===== src/rtl/apb_timeout_guard.sv =====
// APB pass-through stage that completes a stuck slave access with an error after TimeoutCycles access cycles.
// Optional statistics ports (timeout count, last timeout address) are built when APB_TIMEOUT_STATS_EN is defined.
module apb_timeout_guard #(
    parameter int unsigned TimeoutCycles = 16,
    parameter logic [31:0] ErrData       = 32'hDEAD_BEEF
) (
    input  logic        apb_clk,
    input  logic        apb_rst,
    input  logic [31:0] up_req_paddr_i,
    input  logic [2:0]  up_req_pprot_i,
    input  logic        up_req_penable_i,
    input  logic        up_req_pwrite_i,
    input  logic [31:0] up_req_pwdata_i,
    input  logic [3:0]  up_req_pstrb_i,
    input  logic        up_sel_i,
    output logic        up_resp_pready_o,
    output logic [31:0] up_resp_prdata_o,
    output logic        up_resp_pslverr_o,
    output logic [31:0] dn_req_paddr_o,
    output logic [2:0]  dn_req_pprot_o,
    output logic        dn_req_penable_o,
    output logic        dn_req_pwrite_o,
    output logic [31:0] dn_req_pwdata_o,
    output logic [3:0]  dn_req_pstrb_o,
    output logic        dn_sel_o,
    input  logic        dn_resp_pready_i,
    input  logic [31:0] dn_resp_prdata_i,
    input  logic        dn_resp_pslverr_i,
`ifdef APB_TIMEOUT_STATS_EN
    output logic [15:0] timeout_count_o,
    output logic [31:0] timeout_addr_o,
`endif
    output logic        irq_timeout_o
);

    localparam bit          GuardEn  = (TimeoutCycles != 0);
    localparam logic [15:0] CntLimit = 16'(TimeoutCycles - 1);

    typedef enum logic [1:0] {PASS, ERR, DRAIN, REPLAY} state_e;

    state_e      state_q, state_d;
    logic [15:0] cnt_q, cnt_d;
    logic [31:0] req_paddr_q, req_paddr_d;
    logic [2:0]  req_pprot_q, req_pprot_d;
    logic        req_pwrite_q, req_pwrite_d;
    logic [31:0] req_pwdata_q, req_pwdata_d;
    logic [3:0]  req_pstrb_q, req_pstrb_d;
    logic        access;

    assign access = up_sel_i & up_req_penable_i;

    always_ff @(posedge apb_clk) begin
        if (apb_rst) begin
            state_q      <= PASS;
            cnt_q        <= '0;
            req_paddr_q  <= '0;
            req_pprot_q  <= '0;
            req_pwrite_q <= 1'b0;
            req_pwdata_q <= '0;
            req_pstrb_q  <= '0;
        end else begin
            state_q      <= state_d;
            cnt_q        <= cnt_d;
            req_paddr_q  <= req_paddr_d;
            req_pprot_q  <= req_pprot_d;
            req_pwrite_q <= req_pwrite_d;
            req_pwdata_q <= req_pwdata_d;
            req_pstrb_q  <= req_pstrb_d;
        end
    end

    always_comb begin
        state_d           = state_q;
        cnt_d             = '0;
        req_paddr_d       = req_paddr_q;
        req_pprot_d       = req_pprot_q;
        req_pwrite_d      = req_pwrite_q;
        req_pwdata_d      = req_pwdata_q;
        req_pstrb_d       = req_pstrb_q;
        irq_timeout_o     = 1'b0;
        dn_sel_o          = up_sel_i;
        dn_req_paddr_o    = up_req_paddr_i;
        dn_req_pprot_o    = up_req_pprot_i;
        dn_req_penable_o  = up_req_penable_i;
        dn_req_pwrite_o   = up_req_pwrite_i;
        dn_req_pwdata_o   = up_req_pwdata_i;
        dn_req_pstrb_o    = up_req_pstrb_i;
        up_resp_pready_o  = dn_resp_pready_i;
        up_resp_prdata_o  = dn_resp_prdata_i;
        up_resp_pslverr_o = dn_resp_pslverr_i;

        case (state_q)
            PASS: begin
                // cnt==0 marks the first access cycle of a transfer
                if (access && cnt_q == '0) begin
                    req_paddr_d  = up_req_paddr_i;
                    req_pprot_d  = up_req_pprot_i;
                    req_pwrite_d = up_req_pwrite_i;
                    req_pwdata_d = up_req_pwdata_i;
                    req_pstrb_d  = up_req_pstrb_i;
                end
                if (access && !dn_resp_pready_i) begin
                    if (GuardEn && cnt_q == CntLimit) begin
                        state_d = ERR;
                    end else begin
                        cnt_d = cnt_q + 16'd1;
                    end
                end
            end
            ERR: begin
                irq_timeout_o     = 1'b1;
                up_resp_pready_o  = 1'b1;
                up_resp_pslverr_o = 1'b1;
                up_resp_prdata_o  = ErrData;
                state_d           = dn_resp_pready_i ? PASS : DRAIN;
            end
            DRAIN: begin
                up_resp_pready_o  = 1'b0;
                up_resp_pslverr_o = 1'b0;
                up_resp_prdata_o  = '0;
                if (dn_resp_pready_i) begin
                    state_d = up_sel_i ? REPLAY : PASS;
                end
            end
            REPLAY: begin
                dn_sel_o          = 1'b1;
                dn_req_penable_o  = 1'b0;
                up_resp_pready_o  = 1'b0;
                up_resp_pslverr_o = 1'b0;
                up_resp_prdata_o  = '0;
                state_d           = PASS;
            end
            default: state_d = PASS;
        endcase

        // The stuck slave access is held from the captured request until it finally completes
        if (state_q == ERR || state_q == DRAIN) begin
            dn_sel_o         = 1'b1;
            dn_req_paddr_o   = req_paddr_q;
            dn_req_pprot_o   = req_pprot_q;
            dn_req_penable_o = 1'b1;
            dn_req_pwrite_o  = req_pwrite_q;
            dn_req_pwdata_o  = req_pwdata_q;
            dn_req_pstrb_o   = req_pstrb_q;
        end

        if (apb_rst) begin
            dn_sel_o          = 1'b0;
            dn_req_penable_o  = 1'b0;
            up_resp_pready_o  = 1'b0;
            up_resp_prdata_o  = '0;
            up_resp_pslverr_o = 1'b0;
            irq_timeout_o     = 1'b0;
        end
    end

`ifdef APB_TIMEOUT_STATS_EN
    logic [15:0] stat_cnt_q, stat_cnt_d;
    logic [31:0] stat_addr_q, stat_addr_d;

    always_comb begin
        stat_cnt_d  = stat_cnt_q;
        stat_addr_d = stat_addr_q;
        if (state_q == ERR) begin
            stat_addr_d = req_paddr_q;
            if (stat_cnt_q != 16'hFFFF) begin
                stat_cnt_d = stat_cnt_q + 16'd1;
            end
        end
    end

    always_ff @(posedge apb_clk) begin
        if (apb_rst) begin
            stat_cnt_q  <= '0;
            stat_addr_q <= '0;
        end else begin
            stat_cnt_q  <= stat_cnt_d;
            stat_addr_q <= stat_addr_d;
        end
    end

    assign timeout_count_o = stat_cnt_q;
    assign timeout_addr_o  = stat_addr_q;
`endif

endmodule

===== config.mk =====
export PLATFORM = sky130hd
export DESIGN_NAME = apb_timeout_guard
export DESIGN_NICKNAME = d
export VERILOG_FILES = /design/src/rtl/apb_timeout_guard.sv
export SDC_FILE = /design/constraint.sdc
export NUM_CORES = 1
export LEC_CHECK = 0
export CORE_ASPECT_RATIO = 0.8
export CORE_MARGIN = 5
export CORE_UTILIZATION = 25
export DETAILED_ROUTE_END_ITERATION = 12
export PLACE_DENSITY = 0.64
export REMOVE_ABC_BUFFERS = 1
export SETUP_SLACK_MARGIN = 0.02
export SYNTH_ARGS = -nofsm -noshare
export SYNTH_HDL_FRONTEND = slang
export SYNTH_SLANG_ARGS = --single-unit

===== constraint.sdc =====
create_clock -name apb_clk -period 2.25 [get_ports apb_clk]
set_input_delay 0.45 -clock apb_clk [delete_from_list [all_inputs] [get_ports apb_clk]]
set_output_delay 0.45 -clock apb_clk [all_outputs]
set_load 0.02 [all_outputs]

---- Word-level counts from Yosys, hierarchy flattened ----
Index checks and enable logic that the tools add are counted.
storage, ports and cells
  flip-flop bits (word level) ............. 90
  input bits .............................. 110
operators by class
  add/sub/neg operators ................... 1
  equal/unequal tests ..................... 7
  multiplexer cells ....................... 25
  bitwise logic cells ..................... 3
  reduce and logical (&&, ||, !) cells .... 10
operators with widths
  operator                 number
  $mux W32                 3
  $pmux W32 S2             1
  $add A16 B1 Y16 const B  1
  $eq A16 B4 Y1 const B    1
  $logic_not A16 Y1        1
  $mux W1                  11
  $mux W2                  5
  $pmux W2 S4              1
  $ne A2 B2 Y1 const B     3
  $eq A2 B2 Y1 const B     2
  $mux W4                  1
  $pmux W1 S2              2
  $reduce_or A4 Y1         1
  $mux W3                  1
  $reduce_and A3 Y1        1
  $eq A2 B1 Y1 const B     1
  $logic_and A1 B1 Y1      2
  $logic_not A2 Y1         1
  $not A1 Y1               2
  $reduce_and A2 Y1        1
  $reduce_or A2 Y1         1
  $and A1 B1 Y1            1
  $logic_not A1 Y1         1
  $logic_or A1 B1 Y1       1

---- Logic depth before layout (Yosys ltp) ----
Gate-level depths: netlist of the first run.
  depth in word-level cells ............... 4
  mapped depth ............................ 8
  depth with buffers taken out ............ 6

---- Worst setup path before layout of the first run ----
OpenSTA, ideal clock, no wires.
  kind .................................... register to output
  start ................................... reg state_q[0]
  end ..................................... out dn_req_paddr_o[23]
  data arrival time ....................... 1,742 ps
  data required time ...................... 1,800 ps
  path slack .............................. 58 ps
  stages on the path, launching flop included .. 6
  cells stage by stage .................... dfxtp_1 -> inv_1 -> ha_1 -> clkbuf_1 -> clkbuf_1 -> mux2_2
between the ends
  cells in the longest elaborated chain, start to end .. 3
  elaborated cells between the ends (all ways) .. 4
  classes of those cells .................. eq/ne (2); mux (1); reduce/logical (1)
ends and longest elaborated chain
  what                                          RTL line  text
  from (decl)                                   41        state_e state_q, state_d;
  from (signal assigned)                        62        state_q <= state_d;
  $eq A2 B1 Y1 or $eq A2 B2 Y1 (tied branches)  137       if (state_q == ERR || state_q == DRAIN) begin
  $logic_or A1 B1 Y1 (*)                        137
  $mux W32 (*)                                  137
  to (decl)                                     19        output logic [31:0] dn_req_paddr_o,
Every way passes the cells marked *; elsewhere a longest branch is shown, timed or not.

---- Worst setup path after layout of the first run ----
  start ................................... reg state_q[0]
  end ..................................... out dn_req_pwdata_o[20]
between the ends
  cells in the longest elaborated chain, start to end .. 3
  elaborated cells between the ends (all ways) .. 4
  classes of those cells .................. eq/ne (2); mux (1); reduce/logical (1)
ends and longest elaborated chain
  what                                          RTL line  text
  $eq A2 B1 Y1 or $eq A2 B2 Y1 (tied branches)  137
  $logic_or A1 B1 Y1 (*)                        137
  $mux W32 (*)                                  137
  to (decl)                                     23        output logic [31:0] dn_req_pwdata_o,
Marked as above.

==> metrics.yaml, run 1 <==
floorplan:
  rows: 46
  die_width_um: 167.2
  num_io_pins: 219
  die_y_um: 135.8
  core_area_um2: 19630
  start_util_pct: 25.19
  die_area_um2: 22710
layout:
  antenna_cells: 0
  fillers: 1936
  area_delta_synth_final_pct: 64.98
  final_layout_size_suffix_gt1_share_pct: 32.27
  final_nets: 927
  fin_cells: 1079
power:
  finalPower_mw: 4.177
  vdd_drop_max_v: 0.0003112
  power.leakage_nw: 3.314
  power_density_nw_per_um2: 512.0
route:
  drt-pass1-iter-count: 4
  drc_errors: 0
  routedWlPerCell_um: 16.21
  ant_nets: 0
  via_count: 5095
  drtIter0Drc: 225
  drt-total-wl_um: 17490
  viasPerCell: 4.722
logic_synthesis:
  ys_warn_count: 0
  async_reset_ff_share_pct: 0
  synth_area_um2: 4945
  synth_edf_count: 0
  synth-seq-cells: 90
  synth_cell_types: 39
  yosysTopAreaCellShare_pct: 36.44
  ys_seq_area_share_pct: 36.44
  synth_flop_cell: "dfxtp_1"
  synth_most_common_cell: "a21oi_1"
  netlist_instances: 589
  synth_commonest_cells: "a21oi_1 (103), dfxtp_1 (90), nand3_1 (79), mux2_2 (72), o21ai_0 (42)"
  synthTopCellsByArea: "dfxtp_1 (36%), mux2_2 (16%), a21oi_1 (10%)"
  yosysTopAreaCell: "dfxtp_1"
  synth.avg_cell_area_um2: 8.395
sta:
  finalCriticalPeriod_ns: 2.302
  hold_viol_final: 0
  max_slew_margin_pct: 43.64
  drv_slew: 0
  worst_pin_slew_ns: 0.8454
  fin_crit_sh_pct: 102.3
  fmax_mhz: 434.3
  fin_worst_hold_slack_ns: 0.4687
  setup_viol: 31
  fin_skew_ns: 0.005147
  timing.setup.tns_ns: -1.111
  rsz0062_at_grt: "true"
  setup_slack_ns: -0.05235
critical_path:
  cp.arrival_ns: 1.85
  critPathCaptureType: "primary output"
  startpoint_type: "flop"
  worstSetupStartpoint: "state_q[0]$_SDFFE_PP0P_"
  critical_path_required_ns: 1.80
  r2r_start: "state_q[0]$_SDFFE_PP0P_"
  crit_type: "flop to primary output"
  cp_max_fo: 7
hold_path:
  hold_path_class: "flop to flop"
  hold_start: "req_paddr_q[22]$_SDFFE_PP0P_"
clock_network:
  clock_latency_ns: 0.34
  htreeDepth: 3
  numCtsBuffers: 9
  cts_hold_buffers: 0
  clockBufferDepth: 2
  clk_pin_slew_ns: 0.06
  tritoncts: "built"
  clock-sinks: 90
  ctsRootBufferMaster: "clkbuf_16"
global_routing:
  busiest_layer: "met2"
  grt_pass1_vias: 5066
  grt_first_pass_wirelength_um: 27050
  use_met1_pct: 18.78
  grt_overflow: 0
  use_met2_pct: 23.88
  grtUsageTotal_pct: 14.60
  met3_usage_pct: 5.163
  grt_max_degree: 71
  antenna_found_initial: 0
status:
  violations: "negative setup slack"
  status: "complete, but fails checks"
placement:
  place_inst: 1043
  routabilityCongestion: 0.7575
  hpwlAfterDp_um: 11270
  numPortBuffers: 218
run:
  maxCapViolations: 0
worst paths after layout:
path                                         to  slack, ns  cells past startpoint
hold / removal     req_paddr_q[22]$_SDFFE_PP0P_       0.47                      2
hold reg to reg    req_paddr_q[22]$_SDFFE_PP0P_       0.47                      2
setup / recovery            dn_req_pwdata_o[20]      -0.05                      7
setup reg to reg  req_pwdata_q[10]$_SDFFE_PP0P_       0.20                      7
sequential cells by signal, indices dropped and copies added (netlist names):
| signal | cells |
|---|---|
| req_paddr_q | 32 |
| req_pwdata_q | 32 |
| cnt_q | 16 |
| req_pstrb_q | 4 |
| req_pprot_q | 3 |
| state_q | 2 |
| req_pwrite_q | 1 |
layout by cell type (no fill, tap or decap), drive strengths merged, types with 15 or more instances in the layout:
master,instances
a21oi,103
buf,153
clkbuf,15
clkdlybuf4s50,108
dfxtp,90
inv,35
mux2,72
nand3,79
nor2,16
o21ai,76
what timing repair did:
action	4_1_cts	5_1_grt
pin swaps	1	2
resized for setup	532	100
buffers inserted	8	6
gates cloned	6	4
setup endpoints to repair	109	107
cells by family (layout without fill, tap and decap cells):
logic type / Yosys count / in the layout / synth area share [%]
AO/OA/AOI/OAI: 185 / 185 / 19.38
XOR/XNOR: 11 / 11 / 1.949
adder cells (fa/ha/maj): 7 / 7 / 1.771
buffers and inverters: 91 / 317 / 9.919
flip-flops: 90 / 90 / 36.44
multiplexers: 72 / 72 / 16.40
AND/OR/NAND/NOR: 133 / 133 / 14.14
worst max-delay path, cell delays in order (launching register included):
cell,delay [ns]
dfxtp_2,0.34
inv_2,0.06
ha_4,0.26
buf_12,0.14
buf_12,0.13
buf_16,0.14
mux2_4,0.31
buf_6,0.13
per-stage QoR:
| stage | cell area [µm²] | util [%] | setup WS, ns |
|---|---|---|---|
| floorplan | 4582 | - | -4.423 |
| global placement | 7431 | 37.86 | -0.1546 |
| detailed placement | 7431 | 37.86 | -0.1648 |
| CTS | 7890 | 40.20 | -0.08382 |
| global route | 8158 | 41.57 | -0.1141 |
| finish | 8158 | 41.57 | -0.05235 |
power by group:
group / leakage, nW / switching (mW) / internal (mW)
Combinational: 2.43 / 0.399 / 0.479
Sequential: 0.734 / 0.0293 / 1.65
Clock: 0.149 / 0.640 / 0.976
area by class of cell:
cell class | count | area (µm²) | area share, %
clock buffer | 10 | 229.0 | 2.807
clock inverter | 6 | 88.84 | 1.089
inverter | 34 | 130.1 | 1.595
multi-input combinational | 408 | 2909 | 35.66
sequential | 90 | 1804 | 22.12
tap | 264 | 330.3 | 4.049
timing repair buffer | 267 | 2666 | 32.68
per-layer routing:
metal	wire length, µm	share of wire (%)	vias to the layer above
li1	-	-	2526
met1	8166	47	2400
met2	7970	46	151
met3	1170	6.7	18
met4	181	1.0	0
met5	0	0	-
Power figures use the tool's default switching activity.
==> run 2, diff against run 1 <==
Settings changed: ABC_CLOCK_PERIOD_IN_PS set to 2250.
==> results of run 2 <==
No change in the layout: final DEF, timing and power equal those of run 1.
==> run 3, diff against run 2 <==
Settings changed: CTS_CLUSTER_SIZE set to 8.
==> results of run 3 <==
No change in the layout: final DEF, timing and power equal those of run 1.
